**src/rtl/game_seq_ctrl.sv**
```systemverilog
// game_seq_ctrl
// Top-level Pac-Man game-flow sequencer. Walks the game through the attract,
// ready, play, death, level-clear and game-over phases, freezes sprites
// outside PLAY, drives the lives register's Restart input, and uses its
// Reset_game answer to choose between respawn and game over.
//
// Ports
//   Clk          system clock
//   Reset        synchronous, active-high reset
//   frame_tick   one-Clk pulse per video frame
//   Start        start key (level)
//   Caught       ghost/Pac-Man collision (level)
//   Dots_done    all pellets eaten (level)
//   Reset_game   from lives register, valid one cycle after Restart
//   Restart      consume one life (high for the single LOSE cycle)
//   Freeze       high whenever state != PLAY
//   Respawn      registered pulse: sprites back to start positions
//   New_game     registered pulse: clear score, reload dot map
//   Level_up     registered pulse: reload dot map, advance speed table
//   Show_ready   high in READY
//   Show_over    high in OVER
//   level        current level, 0-based, saturates at 15
//   state        state encoding for debug/HUD
module game_seq_ctrl #(
  parameter int unsigned READY_FRAMES = 120,
  parameter int unsigned DEATH_FRAMES = 90,
  parameter int unsigned CLEAR_FRAMES = 120,
  parameter int unsigned OVER_FRAMES  = 180
) (
  input  logic       Clk,
  input  logic       Reset,
  input  logic       frame_tick,
  input  logic       Start,
  input  logic       Caught,
  input  logic       Dots_done,
  input  logic       Reset_game,
  output logic       Restart,
  output logic       Freeze,
  output logic       Respawn,
  output logic       New_game,
  output logic       Level_up,
  output logic       Show_ready,
  output logic       Show_over,
  output logic [3:0] level,
  output logic [2:0] state
);

  typedef enum logic [2:0] {
    S_IDLE  = 3'd0,
    S_READY = 3'd1,
    S_PLAY  = 3'd2,
    S_DYING = 3'd3,
    S_LOSE  = 3'd4,
    S_CHECK = 3'd5,
    S_CLEAR = 3'd6,
    S_OVER  = 3'd7
  } state_t;

  localparam logic [7:0] READY_LOAD = 8'(READY_FRAMES);
  localparam logic [7:0] DEATH_LOAD = 8'(DEATH_FRAMES);
  localparam logic [7:0] CLEAR_LOAD = 8'(CLEAR_FRAMES);
  localparam logic [7:0] OVER_LOAD  = 8'(OVER_FRAMES);

  state_t     cur, nxt;
  logic [7:0] cnt, cnt_nxt;
  logic [3:0] level_nxt;
  logic       respawn_nxt, new_game_nxt, level_up_nxt;

  // Exit fires on the tick that takes the counter from 1 to 0, so a timed
  // state lasts exactly N ticks. Ticks in the entry cycle are not seen here
  // because the counter is only consulted once we are already in the state.
  logic last_tick;
  assign last_tick = frame_tick && (cnt == 8'd1);

  always_comb begin
    // NOTE: every signal written here gets a default first so no path leaves
    // it unassigned, which would otherwise infer a latch.
    nxt          = cur;
    cnt_nxt      = cnt;
    level_nxt    = level;
    respawn_nxt  = 1'b0;
    new_game_nxt = 1'b0;
    level_up_nxt = 1'b0;

    if (frame_tick && cur inside {S_READY, S_DYING, S_CLEAR, S_OVER})
      cnt_nxt = cnt - 8'd1;

    unique case (cur)
      S_IDLE: if (Start) begin
        nxt          = S_READY;
        cnt_nxt      = READY_LOAD;
        level_nxt    = 4'd0;
        new_game_nxt = 1'b1;
        respawn_nxt  = 1'b1;
      end
      S_READY: if (last_tick) nxt = S_PLAY;
      S_PLAY: begin
        // Clearing the maze outranks a simultaneous collision.
        if (Dots_done) begin
          nxt     = S_CLEAR;
          cnt_nxt = CLEAR_LOAD;
        end else if (Caught) begin
          nxt     = S_DYING;
          cnt_nxt = DEATH_LOAD;
        end
      end
      S_DYING: if (last_tick) nxt = S_LOSE;
      S_LOSE:  nxt = S_CHECK;
      // Reset_game answers the Restart issued in LOSE one cycle earlier.
      S_CHECK: begin
        if (Reset_game) begin
          nxt     = S_OVER;
          cnt_nxt = OVER_LOAD;
        end else begin
          nxt         = S_READY;
          cnt_nxt     = READY_LOAD;
          respawn_nxt = 1'b1;
        end
      end
      S_CLEAR: if (last_tick) begin
        nxt          = S_READY;
        cnt_nxt      = READY_LOAD;
        level_up_nxt = 1'b1;
        respawn_nxt  = 1'b1;
        level_nxt    = (level == 4'd15) ? level : level + 4'd1;
      end
      S_OVER: if (last_tick) nxt = S_IDLE;
      default: nxt = S_IDLE;
    endcase
  end

  always_ff @(posedge Clk) begin
    // NOTE: sequential state uses non-blocking assignments so every register
    // samples pre-edge values regardless of process ordering.
    if (Reset) begin
      cur      <= S_IDLE;
      cnt      <= 8'd0;
      level    <= 4'd0;
      Respawn  <= 1'b0;
      New_game <= 1'b0;
      Level_up <= 1'b0;
    end else begin
      cur      <= nxt;
      cnt      <= cnt_nxt;
      level    <= level_nxt;
      Respawn  <= respawn_nxt;
      New_game <= new_game_nxt;
      Level_up <= level_up_nxt;
    end
  end

  assign state      = cur;
  assign Freeze     = (cur != S_PLAY);
  assign Restart    = (cur == S_LOSE);
  assign Show_ready = (cur == S_READY);
  assign Show_over  = (cur == S_OVER);

endmodule

```
**config.mk**
```make
export PLATFORM = sky130hd
export DESIGN_NAME = game_seq_ctrl
export DESIGN_NICKNAME = d
export VERILOG_FILES = /design/src/rtl/game_seq_ctrl.sv
export SDC_FILE = /design/constraint.sdc
export NUM_CORES = 1
export LEC_CHECK = 0
export ABC_AREA = 1
export CORE_ASPECT_RATIO = 0.75
export CORE_MARGIN = 10
export CORE_UTILIZATION = 40
export DETAILED_ROUTE_END_ITERATION = 12
export PLACE_DENSITY = 0.69
export SLEW_MARGIN = 10
export SYNTH_ARGS = -nofsm -noshare
export SYNTH_HDL_FRONTEND = slang
export SYNTH_SLANG_ARGS = --single-unit
```
**constraint.sdc**
```tcl
create_clock -name Clk -period 1.4 [get_ports Clk]
set_clock_uncertainty 0.05 [all_clocks]
set_input_delay 0.28 -clock Clk [delete_from_list [all_inputs] [get_ports Clk]]
set_output_delay 0.28 -clock Clk [all_outputs]
set_load 0.02 [all_outputs]
```
## Yosys cells after proc, flatten, opt, wreduce, memory -nomap -nowiden

Cells that the tools add are included.

| cells by class | value |
|---|---|
| shift operators | 0 |
| eq/ne operators | 17 |
| add/subtract/negate cells | 2 |
| $lt $le $gt $ge | 0 |
| multipliers | 0 |
| div/mod/pow operators | 0 |
| bitwise gates (word level) | 2 |
| mux-type cells | 24 |
| reductions and logical operators | 9 |

Operator list:

| cell | count |
|---|---|
| 8-bit 2-to-1 mux | 6 |
| 8-bit one-hot mux with 4 select lines | 1 |
| 3-bit 2-to-1 mux | 8 |
| 3-bit one-hot mux with 8 select lines | 1 |
| 3-bit == test (second input constant) | 4 |
| 4-bit 2-to-1 mux | 3 |
| 8-bit by 1-bit == test with 1-bit output (second input constant) | 1 |
| 2-bit inequality test (second input constant) | 4 |
| 4-bit one-hot mux with 2 select lines | 1 |
| 8-bit by 1-bit subtractor with 8-bit output (second input constant) | 1 |
| 3-bit by 2-bit == test with 1-bit output (second input constant) | 2 |
| 6-bit AND reduction | 1 |
| 4-bit by 1-bit adder with 4-bit output (second input constant) | 1 |
| 4-bit == test (second input constant) | 1 |
| 2-bit by 1-bit inequality test with 1-bit output (second input constant) | 2 |
| 4-bit AND reduction | 1 |
| 4-bit nonzero test | 1 |
| 2-bit OR reduction | 2 |
| 3-bit by 1-bit == test with 1-bit output (second input constant) | 1 |
| 3-bit logical NOT | 1 |
| 1-bit 2-to-1 mux | 3 |
| 3-bit by 2-bit inequality test with 1-bit output (second input constant) | 1 |
| 3-bit inequality test (second input constant) | 1 |
| 1-bit one-hot mux with 3 select lines | 1 |
| other kinds (3) | 5 |

| word-level totals | value |
|---|---|
| output and inout port bits | 14 |
| input port bits | 7 |
| bits in read-only memories | 0 |
| logic and storage cells | 60 |
| bits in latches | 0 |
| memories | 0 |
| flip-flop bits (word level) | 18 |
| memory bits (writable) | 0 |

## Longest topological paths before layout

| depth | value |
|---|---|
| depth in word-level cells | 7 |
| gate-level depth with buffers | 11 |
| gate-level depth less buffers | 11 |

## Worst setup path before layout

No wires, ideal clock.

| timing path | value |
|---|---|
| kind | reg2reg |
| start | reg cur[2] (netlist: state[2]) |
| end | reg cur[2] (netlist: state[2]) |
| arrival time | 1.380 ns |
| setup time | 0.064 ns |
| path slack | -0.093 ns |
| path buffers | 0 |
| required time | 1.286 ns |
| period minus slack after synthesis | 1.493 ns |
| stages on the path, launching flop included | 6 |
| path through | dfxtp_1 > nand2_4 > nor2_1 > nor3_1 > and2_1 > nor2_1 |

| between the ends | value |
|---|---|
| elaborated cells between the ends (all ways) | 16 |

RTL lines:

| element | RTL line | RTL |
|---|---|---|
| start, declared | 64 | `state_t cur, nxt;` |
| start signal, assigned | 143 | `cur <= nxt;` |
| 3-bit == test | -- |  |
| named net Restart | 37 | `output logic Restart,` |
| 3-bit one-hot mux with 8 select lines | 88 | `unique case (cur)` |

The timed path passes the listed nets, and every way through them passes these cells.
A chain may end at the register's enable or synchronous reset.

## Worst setup path in the final report

| timing path | value |
|---|---|
| start | reg cur[1] (netlist: state[1]) |
| end | reg cnt[4] |

| between the ends | value |
|---|---|
| word-level cells in the longest chain between the ends | 7 |
| elaborated cells between the ends (all ways) | 15 |

Ends and longest elaborated chain:

| element | RTL line | RTL |
|---|---|---|
| 3-bit by 1-bit == test with 1-bit output (tied with other cells) | 85 | `if (frame_tick && cur inside {S_READY, S_DYING, S_CLEAR, S_OVER})` |
| 4-bit nonzero test | 85 |  |
| 1-bit logical AND | 85 |  |
| 8-bit 2-to-1 mux | 85 |  |
| 8-bit 2-to-1 mux | 102 | `end else if (Caught) begin` |
| 8-bit 2-to-1 mux | 99 | `if (Dots_done) begin` |
| 8-bit one-hot mux with 4 select lines * | 88 |  |
| end signal, assigned | 144 | `cnt <= cnt_nxt;` |
| end, declared | 65 | `logic [7:0] cnt, cnt_nxt;` |

Every way passes the cells marked *; elsewhere a longest branch is shown, timed or not.

==> impl_metrics.prom <==
# TYPE chip_impl_metric gauge
chip_impl_info{name="outcome",value="complete, but fails checks"} 1
chip_impl_info{name="failing_checks",value="negative setup slack"} 1
chip_impl_metric{name="place_inst",unit=""} 276
chip_impl_metric{name="drt.antenna.violating_nets",unit=""} 0
chip_impl_metric{name="placement.io_buffers",unit=""} 20
chip_impl_metric{name="instances_no_fill",unit=""} 292
chip_impl_metric{name="synth-seq-area-share",unit="%"} 29.72
chip_impl_metric{name="design_power",unit="mW"} 5.129
chip_impl_metric{name="arrival",unit="ns"} 1.63
chip_impl_info{name="min_from",value="level[0]"} 1
chip_impl_metric{name="clock_insertion_delay_worst_skew",unit="ns"} 0.25
chip_impl_metric{name="synthArstFlopShare",unit="%"} 0
chip_impl_metric{name="critical_path.max_fanout",unit=""} 5
chip_impl_metric{name="cp_slowest_stage_delay",unit="ns"} 0.37
chip_impl_metric{name="cellInternalPower",unit="mW"} 2.667
chip_impl_info{name="critical_path_class",value="reg2reg"} 1
chip_impl_metric{name="grt_antenna_before_repair",unit=""} 0
chip_impl_metric{name="nets",unit=""} 265
chip_impl_metric{name="cts_max_level",unit=""} 1
chip_impl_metric{name="initial_utilization",unit="%"} 41.61
chip_impl_metric{name="grt_resource_usage_total",unit="%"} 13.05
chip_impl_metric{name="coreArea",unit="um2"} 2914
chip_impl_metric{name="dr_total_vias",unit=""} 1471
chip_impl_metric{name="clkTransAtPathRegs",unit="ns"} 0.07
chip_impl_metric{name="netlist_area",unit="um2"} 1212
chip_impl_info{name="critical_path.startpoint",value="state[1]"} 1
chip_impl_metric{name="area_delta_synth_final",unit="%"} 72.55
chip_impl_info{name="min-delay-path-class",value="reg2reg"} 1
chip_impl_metric{name="finalSetupTns",unit="ns"} -0.7014
chip_impl_metric{name="maximum_number_of_pins_on_one_net_before_global_route_repair",unit=""} 11
chip_impl_metric{name="grt_pass1_vias",unit=""} 1376
chip_impl_metric{name="combinationalPowerShare",unit="%"} 73.8
chip_impl_metric{name="netSwitchingFraction",unit="%"} 48.00
chip_impl_metric{name="chip_height",unit="um"} 67.68
chip_impl_metric{name="max-vdd-ir-drop",unit="V"} 0.0009859
chip_impl_metric{name="grt_overflow_total",unit=""} 0
chip_impl_info{name="timing.rr.start",value="state[1]"} 1
chip_impl_metric{name="power_frac_clock",unit="%"} 8.5
chip_impl_info{name="crit_path_cell_trace",value="buf_4 -> nand2_2 -> buf_6 -> inv_1 -> nand2_2 -> nand4_1 -> a21oi_1 -> nor2_1"} 1
chip_impl_metric{name="power.density_cell_area",unit="nW/um2"} 2451
chip_impl_info{name="cpLargestDelayFamily",value="simple AND/OR/NAND/NOR gates"} 1
chip_impl_metric{name="dpl_worst_slack",unit="ns"} -0.4298
chip_impl_metric{name="final.setup.worst_slack",unit="ns"} -0.1320
chip_impl_metric{name="wl_per_cell",unit="um"} 14.56
chip_impl_info{name="clock_tree_from_tritoncts",value="yes"} 1
chip_impl_metric{name="diodes",unit=""} 0
chip_impl_info{name="layout_common_cells",value="sky130_fd_sc_hd__buf_4 (37), sky130_fd_sc_hd__nand2_1 (34), sky130_fd_sc_hd__inv_1 (22)"} 1
chip_impl_metric{name="drive_gt1_share",unit="%"} 47.64
chip_impl_metric{name="worst-endpoint-required",unit="ns"} 1.50
chip_impl_metric{name="cts-hold-fix-buffers",unit=""} 0
chip_impl_metric{name="grt_pass1_wl",unit="um"} 6230
chip_impl_metric{name="avgSynthCellArea",unit="um2"} 6.589
chip_impl_metric{name="max_slew.worst_pin.slew",unit="ns"} 0.2322
chip_impl_metric{name="power.switching",unit="mW"} 2.461
chip_impl_info{name="clk_root_buffer_cell",value="sky130_fd_sc_hd__clkbuf_8"} 1
chip_impl_metric{name="power.share.sequential",unit="%"} 17.7
chip_impl_metric{name="routed_wirelength",unit="um"} 4251
chip_impl_metric{name="place.gp.congestion",unit=""} 0.8432
chip_impl_metric{name="drt_pass1_iterations",unit=""} 4
chip_impl_metric{name="postLayoutCoreUtil",unit="%"} 71.79
chip_impl_info{name="layout_commonest_cell",value="sky130_fd_sc_hd__buf_4"} 1
chip_impl_info{name="critical_path.startpoint_type",value="flop"} 1
chip_impl_info{name="ys_dominant_reg_cell",value="sky130_fd_sc_hd__dfxtp_1"} 1
chip_impl_metric{name="final_period_minus_worst_setup_slack",unit="ns"} 1.532
chip_impl_metric{name="crit_buf_inv",unit=""} 3
chip_impl_metric{name="maxCapViolations",unit=""} 0
chip_impl_metric{name="clock_tree.buffer_depth",unit=""} 2
chip_impl_metric{name="slew_headroom",unit="%"} 84.51
chip_impl_metric{name="timing.fmax",unit="MHz"} 652.7
chip_impl_metric{name="post-route-period-util",unit="%"} 109.4
chip_impl_metric{name="globalRouteMet1Util",unit="%"} 15.38
chip_impl_metric{name="design_area",unit="um2"} 2092
chip_impl_metric{name="holdWs",unit="ns"} 0.4755
chip_impl_metric{name="place_hpwl",unit="um"} 2603
chip_impl_metric{name="ys_types",unit=""} 26
chip_impl_metric{name="slew_viol_final",unit=""} 0
chip_impl_metric{name="vias_per_cell",unit=""} 5.038
chip_impl_metric{name="hold_violations",unit=""} 0
chip_impl_info{name="grt_most_used_layer",value="met2"} 1
chip_impl_info{name="grt_setup_unrepaired",value="true"} 1
chip_impl_metric{name="post-route-drc-count",unit=""} 0
chip_impl_info{name="critical_path.slowest_cell",value="sky130_fd_sc_hd__dfxtp_4"} 1
chip_impl_metric{name="gr-usage-met2",unit="%"} 22.42
chip_impl_metric{name="yosys_register_bits",unit=""} 18
chip_impl_metric{name="ys.warnings.count",unit=""} 0
chip_impl_metric{name="rows",unit=""} 17
chip_impl_info{name="timing.critical_path.to_type",value="flop"} 1
chip_impl_metric{name="io_pins",unit=""} 21
chip_impl_metric{name="design.die.area",unit="um2"} 5656
chip_impl_metric{name="number_of_synthesized_flops_with_an_enable_pin",unit=""} 0
chip_impl_info{name="critical_path_s_most_frequent_cell",value="sky130_fd_sc_hd__nand2_2"} 1
chip_impl_metric{name="clock_sinks",unit=""} 18
chip_impl_metric{name="placed_area",unit="um2"} 1725
chip_impl_metric{name="final-setup-viol-count",unit=""} 15
chip_impl_metric{name="drc_marker_count_from_the_first_detailed_route_iteration",unit=""} 128
chip_impl_metric{name="use_met3",unit="%"} 4.688
chip_impl_metric{name="synth_nets",unit=""} 194
chip_impl_metric{name="power_leakage",unit="nW"} 1.006
chip_impl_metric{name="cts_inserted_buffers",unit=""} 3
chip_impl_metric{name="die_x",unit="um"} 83.57
chip_impl_metric{name="syn_inst",unit=""} 184
area by class of cell:
| class | instances | area, um2 |
|---|---|---|
| Clock buffer | 4 | 55.05 |
| Timing Repair Buffer | 67 | 569.3 |
| Fill cell | 210 | 822.0 |
| Inverter | 29 | 113.9 |
| Sequential cell | 18 | 374.1 |
| Tap cell | 38 | 47.55 |
| Multi-Input combinational cell | 136 | 932.1 |
metal layers:
layer / part of all wire (%) / up-vias / wire length, um
met5: 0 / - / 0
met4: 1.2 / 0 / 51
met3: 7.1 / 8 / 302
met2: 48 / 57 / 2022
met1: 44 / 688 / 1875
li1: - / 718 / -
worst paths after layout:
path / end / slack (ns) / depth (start not counted)
hold reg to reg: level[0] / 0.48 / 2
hold / removal: level[0] / 0.48 / 2
setup / recovery: cnt[4] / -0.13 / 8
setup reg to reg: cnt[4] / -0.13 / 8
cell families (layout without fill, tap and decap cells):
logic type,Yosys count,in the layout,share of synthesized area (%)
XOR/XNOR,4,4,2.890
buffers and inverters,30,100,9.288
AND/OR/NAND/NOR,110,110,46.03
AO/OA/AOI/OAI,19,19,8.979
adder cells (fa/ha/maj),3,3,3.096
flip-flops,18,18,29.72
worst register-to-register path, cell delays in order, from the launching register on:
cell and delay (ns):
sky130_fd_sc_hd__dfxtp_4 0.37, sky130_fd_sc_hd__buf_4 0.14, sky130_fd_sc_hd__nand2_2 0.09, sky130_fd_sc_hd__buf_6 0.11
sky130_fd_sc_hd__inv_1 0.07, sky130_fd_sc_hd__nand2_2 0.08, sky130_fd_sc_hd__nand4_1 0.21, sky130_fd_sc_hd__a21oi_1 0.23
sky130_fd_sc_hd__nor2_1 0.07
timing repair:
item | CTS | global route
gates resized for setup | 64 | 38
buffers inserted | 7 | 6
pin swaps | 15 | 26
endpoints found under the setup margin | 29 | 19
sequential cells by signal (all words and copies together), names as in the netlist:
name / flops
Level_up: 1
level: 4
cnt: 8
Respawn: 1
New_game: 1
state: 3
power by group through the flow:
| stage | sequential [mW] | combinational [mW] | clock (mW) |
|---|---|---|---|
| floorplan | 0.975 | 1.61 | 0 |
| global route | 0.933 | 4.09 | 0.476 |
| finish | 0.910 | 3.78 | 0.435 |
| detailed placement | 0.889 | 2.85 | 0 |
| global placement | 0.885 | 2.81 | 0 |
| CTS | 0.892 | 3.15 | 0.448 |
synth_stat cells, drive strengths merged, types with 3 or more instances:
library cell | instances | area share, %
nand2 | 51 | 18
xor2 | 3 | 2.2
o21ai | 7 | 2.9
nor3 | 3 | 1.2
ha | 3 | 3.1
dfxtp | 18 | 30
inv | 29 | 9.0
nand4 | 5 | 2.6
nand3 | 18 | 8.9
nor2 | 30 | 13
a21oi | 11 | 5.5
No activity file was read; power rests on OpenSTA's default activity.
